[src/rtl/ysyx_23060201_gpr_wb_sched.sv]
// rtl/ysyx_23060201_gpr_wb_sched.sv - GPR writeback arbiter, commit stage and destination scoreboard
// Optional commit-stage read bypass: define YSYX_23060201_GPR_WB_BYPASS_EN.
module ysyx_23060201_gpr_wb_sched #(
  parameter int GPR_ADDR_WIDTH = 5,
  parameter int DATA_WIDTH     = 32
) (
  input  logic                      clk,
  input  logic                      rst_n,
  input  logic                      iss_valid,
  input  logic [GPR_ADDR_WIDTH-1:0] iss_rd,
  output logic                      iss_ready,
  input  logic                      exu_valid,
  input  logic [GPR_ADDR_WIDTH-1:0] exu_rd,
  input  logic [DATA_WIDTH-1:0]     exu_data,
  output logic                      exu_ready,
  input  logic                      lsu_valid,
  input  logic [GPR_ADDR_WIDTH-1:0] lsu_rd,
  input  logic [DATA_WIDTH-1:0]     lsu_data,
  output logic                      lsu_ready,
  input  logic [1:0]                rd_ren,
  input  logic [GPR_ADDR_WIDTH-1:0] rd_raddr1,
  input  logic [GPR_ADDR_WIDTH-1:0] rd_raddr2,
  output logic                      hazard,
`ifdef YSYX_23060201_GPR_WB_BYPASS_EN
  output logic [1:0]                byp_hit,
  output logic [DATA_WIDTH-1:0]     byp_data1,
  output logic [DATA_WIDTH-1:0]     byp_data2,
`endif
  output logic                      gpr_wen,
  output logic [GPR_ADDR_WIDTH-1:0] gpr_waddr,
  output logic [DATA_WIDTH-1:0]     gpr_wdata
);

  localparam int NREG = 1 << GPR_ADDR_WIDTH;

  typedef enum logic {
    SRC_EXU = 1'b0,
    SRC_LSU = 1'b1
  } src_e;

  src_e                      last_grant;
  logic [NREG-1:0]           busy_q;
  logic [NREG-1:0]           busy_d;
  logic                      grant_exu;
  logic                      grant_lsu;
  logic                      accept;
  logic [GPR_ADDR_WIDTH-1:0] acc_rd;
  logic [DATA_WIDTH-1:0]     acc_data;
  logic                      acc_write;
  logic                      iss_fire;
  logic                      haz1;
  logic                      haz2;

  // Round-robin: on a tie the requester that did not win last time goes first.
  always_comb begin
    grant_exu = 1'b0;
    grant_lsu = 1'b0;
    if (exu_valid && lsu_valid) begin
      grant_exu = (last_grant == SRC_LSU);
      grant_lsu = (last_grant == SRC_EXU);
    end else begin
      grant_exu = exu_valid;
      grant_lsu = lsu_valid;
    end
  end

  assign exu_ready = grant_exu;
  assign lsu_ready = grant_lsu;
  assign accept    = grant_exu | grant_lsu;
  assign acc_rd    = grant_lsu ? lsu_rd   : exu_rd;
  assign acc_data  = grant_lsu ? lsu_data : exu_data;
  assign acc_write = accept & (acc_rd != '0);

  always_ff @(posedge clk or negedge rst_n) begin
    if (!rst_n) begin
      last_grant <= SRC_LSU;
    end else if (accept) begin
      last_grant <= grant_lsu ? SRC_LSU : SRC_EXU;
    end
  end

  // Commit stage; x0 writes are accepted but never reach the GPR file.
  always_ff @(posedge clk or negedge rst_n) begin
    if (!rst_n) begin
      gpr_wen   <= 1'b0;
      gpr_waddr <= '0;
      gpr_wdata <= '0;
    end else begin
      gpr_wen <= acc_write;
      if (acc_write) begin
        gpr_waddr <= acc_rd;
        gpr_wdata <= acc_data;
      end
    end
  end

  assign iss_ready = (iss_rd == '0) | ~busy_q[iss_rd];
  assign iss_fire  = iss_valid & iss_ready;

  // Clear first, then set, so an issue on the committing register keeps it busy.
  always_comb begin
    busy_d = busy_q;
    if (gpr_wen) begin
      busy_d[gpr_waddr] = 1'b0;
    end
    if (iss_fire && (iss_rd != '0)) begin
      busy_d[iss_rd] = 1'b1;
    end
    busy_d[0] = 1'b0;
  end

  always_ff @(posedge clk or negedge rst_n) begin
    if (!rst_n) begin
      busy_q <= '0;
    end else begin
      busy_q <= busy_d;
    end
  end

`ifdef YSYX_23060201_GPR_WB_BYPASS_EN
  always_comb begin
    byp_hit[0] = rd_ren[0] & gpr_wen & (gpr_waddr == rd_raddr1) & (gpr_waddr != '0);
    byp_hit[1] = rd_ren[1] & gpr_wen & (gpr_waddr == rd_raddr2) & (gpr_waddr != '0);
  end
  assign byp_data1 = gpr_wdata;
  assign byp_data2 = gpr_wdata;
  assign haz1 = rd_ren[0] & busy_q[rd_raddr1] & ~byp_hit[0];
  assign haz2 = rd_ren[1] & busy_q[rd_raddr2] & ~byp_hit[1];
`else
  assign haz1 = rd_ren[0] & busy_q[rd_raddr1];
  assign haz2 = rd_ren[1] & busy_q[rd_raddr2];
`endif

  assign hazard = haz1 | haz2;

  // A writeback to a register that nothing issued is legal but usually a pipeline bug.
  wb_to_idle_reg: assert property (@(posedge clk) disable iff (!rst_n) gpr_wen |-> busy_q[gpr_waddr]);

endmodule

[config.mk]
export PLATFORM = sky130hd
export DESIGN_NAME = ysyx_23060201_gpr_wb_sched
export DESIGN_NICKNAME = d
export VERILOG_FILES = /design/src/rtl/ysyx_23060201_gpr_wb_sched.sv
export SDC_FILE = /design/constraint.sdc
export NUM_CORES = 1
export LEC_CHECK = 0
export ABC_AREA = 1
export BUFFER_PORTS_ARGS = -buffer_cell sky130_fd_sc_hd__buf_2
export CAP_MARGIN = 5
export CORE_MARGIN = 2
export CORE_UTILIZATION = 40
export DETAILED_ROUTE_END_ITERATION = 12
export HOLD_SLACK_MARGIN = 0.15
export SLEW_MARGIN = 10
export SYNTH_ARGS = -nofsm -noshare
export SYNTH_HDL_FRONTEND = slang
export SYNTH_SLANG_ARGS = --single-unit
export TNS_END_PERCENT = 10
[constraint.sdc]
create_clock -name clk -period 4.9 [get_ports clk]
set_clock_uncertainty 0.2 [all_clocks]
set_input_delay 0.49 -clock clk [delete_from_list [all_inputs] [get_ports clk]]
set_output_delay 0.49 -clock clk [all_outputs]
set_load 0.05 [all_outputs]
Word level (Yosys, flattened, before mapping) --
Cells that the tools add are included.
Storage, ports and cells: register bits after elaboration 70, bits in latches 0, bits in writable memories 0, memory bits (read-only) 0, input bits 96, output and inout port bits 42, memories 0
Cells by class: add/subtract/negate cells 0, multiply operators 0, div/mod/pow operators 0, magnitude comparators 6, eq/ne operators 0, shifts and indexed selects 0, mux-type cells 17, bitwise operators 12, reductions and logical operators 7
Operator list (count):
- 2-to-1 mux 32 bit | 3
- bitwise AND 32 bit | 1
- inverter 32 bit | 1
- OR 32 bit | 1
- < comparator 5 x 6 -> 1 bit (second input constant) | 4
- binary-select mux 1 bit (select 5 bit) | 3
- demux 1 bit (select 5 bit) | 2
- >= comparator 5 x 1 -> 1 bit (second input constant) | 2
- nonzero test 5 bit | 2
- 2-to-1 mux 1 bit | 8
- logical NOT 5 bit | 1
- 2-to-1 mux 5 bit | 1
- bitwise AND 1 bit | 4
- logical AND 1 bit | 4
- OR 1 bit | 3
- inverter 1 bit | 2

Logic depth before layout (Yosys ltp) --
depth in word-level cells 9, mapped depth 12

Worst setup path before layout --
Ideal clock, no wire load.
path kind register to output, start register last_grant, end output exu_ready, arrival time 1.667 ns, data required time 4.210 ns, slack 2.543 ns, cell stages (with the launch flop) 3, buffers on the path 0, cells stage by stage dfstp_2 inv_1 a21boi_0
On the way: cells in the longest elaborated chain, start to end 1
RTL lines:
- start, declared | RTL line 41 | src_e last_grant;
- start signal, assigned | RTL line 78 | last_grant <= grant_lsu ? SRC_LSU : SRC_EXU;
- 2-to-1 mux 1 bit | RTL line 58 | if (exu_valid && lsu_valid) begin
- end, declared | RTL line 15 | output logic exu_ready,
No other way between the ends.

Worst setup path after layout --
start input iss_rd[0], end output iss_ready
On the way: cells in the longest elaborated chain, start to end 4, elaborated cells between the ends (all ways) 5, classes of those cells mux: 2; bitwise: 2; reduce/logical: 1
RTL lines:
- start, declared | RTL line 10 | input logic [GPR_ADDR_WIDTH-1:0] iss_rd,
- binary-select mux 1 bit (select 5 bit) | RTL line 97 | assign iss_ready = (iss_rd == '0) | ~busy_q[iss_rd];
- 2-to-1 mux 1 bit (implied by the code) | RTL line 97
- inverter 1 bit | RTL line 97
- OR 1 bit * | RTL line 97
- end, declared | RTL line 11 | output logic iss_ready,
Every way passes the cells marked *; elsewhere a longest branch is shown, timed or not. The select of a mux whose other input is x is not followed.

==> results.md <==
- Status: finished clean
- Top cell type by total area after synthesis: dfrtp_1
- TNS Setup: 0 ns
- Vias: 4727
- FF-to-FF path depth: 11
- GRT Total Usage: between 20% and 30%
- Grt met2 use: 33.7%
- Pins Over Slew Limit: 0
- CTS resizes: 0
- Routed Antenna Nets: 0
- Commonest cells after routing, fill and taps aside: 218 x nand2_1, 137 x buf_2, 72 x nand3_1
- Total Nets Final: 861
- Clock Sinks: 70
- Worst Path Max Fanout: 32
- Crit. End Element: output port
- Tot Pwr: 2.43 mW
- Worst-skew pair later-pin latency: 0.33 ns
- Power Density: 441 nW/um^2
- Port Buffers: 137
- Clock slew at reported path FFs: 0.05 ns
- Max-cap violations: 0
- Sequential power share: 38.0%
- Area share of the leading cell type in the synthesized netlist: 37.8%
- Avg Inst Size Synth: 7.06 sq um
- IO Count: around 140
- Worst Path Arrival: 2.53 ns
- Fmax: between 300 and 400 MHz
- Critical Path RT: roughly 4.2 ns
- GR Util met1: 28.6%
- Die Wd: 111 um
- Clk network pwr share: 26.6%
- Slew headroom: 28.2%
- Most common cell after layout, fill and taps aside: nand2_1
- Internal power: 1.43 mW
- Grt met3 use: 5.85%
- TritonCTS Buffers: 9
- Synthesized flop and latch total: 70
- GRT busiest layer: met2
- Synth Warn #: 0
- Post-CTS setup buffer count: 0
- Synth top area cells: dfrtp_1 38%, nand2_1 18%, nand3_1 7.9%
- Initial antenna violation count: 0
- Vias in the first global route: 4371
- Syn Inst Count: 647
- Syn_nets: 743
- Core ar.: about 11000 sq um
- Peak supply drop: 0.207 mV
- Final setup fails: 0
- Sequential area share after synthesis: 38.4%
- Hold path cells: 3
- Final min period: 3.22 ns
- Combinational power share: about 35%
- Global-route wire length before repair: around 21 mm
- Core Rows: 39
- Pre-antenna DRT Iters: 8
- GPL Wtd Cong: ~0.97
- RSZ-0062 raised after global routing: false
- Hold Vio Cnt, Final: 0
- Hold crit path type: in -> reg
- Average routed wire per standard cell: 14.5 um
- Largest net degree at the start of global routing: 73
- Max Buffers Root-to-Sink: 2
- Startpoint types: input pin
- Kind of critical path: in -> out
- Initial core utilization: between 40 and 50%
- DRC: 0
- Post-synthesis cell type count: 26
- Die Ht: 111 um
- Iteration-0 DRC Markers: roughly 320
- CTS root buf: clkbuf_16
- ANT cells: 0
- CTS Hold Buffers Added: 1
- Period Utilization, post-route: 65.6%
- GR Overflow Total: 0
- CTS tree: built
- Vias per std cell: between 5 and 6
- Slew at the pin with the worst max-slew slack: 1.07 ns
- Leak: 2.93 nW
- Share of post-route cells with drive strength above 1: 21.4%
- Psw: around 0.99 mW
- Switch share: 41.0%
- Routed WL: 13.3 mm
- DP HPWL: 10.0 mm
- Mapped Area: 4570 sq um
- Layout area overhead: 20.4%
- Die ar.: 12300 sq um
- H-tree depth: 3
==> cells in the mapped netlist, drive strengths merged <==
cell    count
a21boi      1
mux2i      32
inv        61
o211ai      1
buf        30
nand3      72
or2         1
o21ai      73
nand4      31
clkbuf      2
dfrtp      69
and2        1
nor2       41
nand2     223
dfstp       1
nor3        8
==> cell families (layout without fill, tap and decap cells) <==
logic type | count (synthesis) | in the layout | synth area share (%)
AO/OA/AOI/OAI | 75 | 75 | 8.41
buffers and inverters | 93 | 216 | 10.5
flip-flops | 70 | 70 | 38.4
multiplexers | 32 | 32 | 7.01
AND/OR/NAND/NOR | 377 | 377 | 35.7
==> worst max-delay path, stage by stage <==
cell and delay (ns):
buf_2 0.29, inv_2 0.19, nand2_2 0.20, nor2_1 0.06
nor2_1 0.08, nand2_1 0.05, nand2_1 0.05, nand2_1 0.08
nor2_4 0.50, and2_1 0.25, buf_2 0.27
==> through the flow <==
stage / instances / instance area (sq um) / hold WS (ns) / util [%] / worst slack (ns)
6_report: 913 / 5500 / 0.243 / 48.8 / 1.68
5_1_grt: 913 / 5500 / 0.250 / 48.8 / 1.46
4_1_cts: 913 / 5500 / 0.238 / 48.8 / 1.69
3_5_place_dp: 896 / 5190 / 0.277 / 46.0 / 1.69
3_3_place_gp: 896 / 5190 / 0.267 / 46.0 / 1.75
2_1_floorplan: 647 / 4570 / -0.00559 / - / 2.54
==> per-layer routing <==
metal	routed length (um)	part of all wire (%)
met4	317	2.4
met1	5950	45
met3	1100	8.3
met5	0	0
met2	5900	44
==> power groups by stage <==
stage          clock network [mW]  logic, mW  registers [mW]
2_1_floorplan                   0      0.522           0.997
3_3_place_gp                    0      0.837           0.922
3_5_place_dp                    0      0.857           0.923
4_1_cts                     0.660      0.860           0.917
5_1_grt                     0.692      0.972           0.944
6_report                    0.646      0.860           0.922
==> final cells by class <==
| type | instances | area [sq um] |
|---|---|---|
| inverters | 61 | 229 |
| fillers | 1137 | 5770 |
| clock inverters | 4 | 45.0 |
| multi-input cells | 484 | 2330 |
| clock buffers | 12 | 256 |
| repair buffers | 139 | 703 |
| flip-flops and latches | 70 | 1750 |
| well taps | 143 | 179 |
==> worst paths after layout <==
check                                          startpoint                        end  slack [ns]
worst min-delay path                         lsu_data[28]  gpr_wdata[28]$_DFFE_PN0P_        0.24
worst max register to register     last_grant$_DFFE_PN1P_   gpr_waddr[2]$_DFFE_PN0P_        1.84
min in group asynchronous                           rst_n        busy_q[4]$_DFF_PN0_        0.57
max in group asynchronous                           rst_n   gpr_wdata[2]$_DFFE_PN0P_        2.98
worst min register to register  gpr_wdata[28]$_DFFE_PN0P_  gpr_wdata[28]$_DFFE_PN0P_        0.28
worst max-delay path                            iss_rd[0]                  iss_ready        1.68
==> state kept, by name, summed over array words and instances (netlist names) <==
signal	flops
gpr_wen	1
busy_q	31
gpr_wdata	32
last_grant	1
gpr_waddr	5
Note: power is estimated with default switching activity, not from simulation.
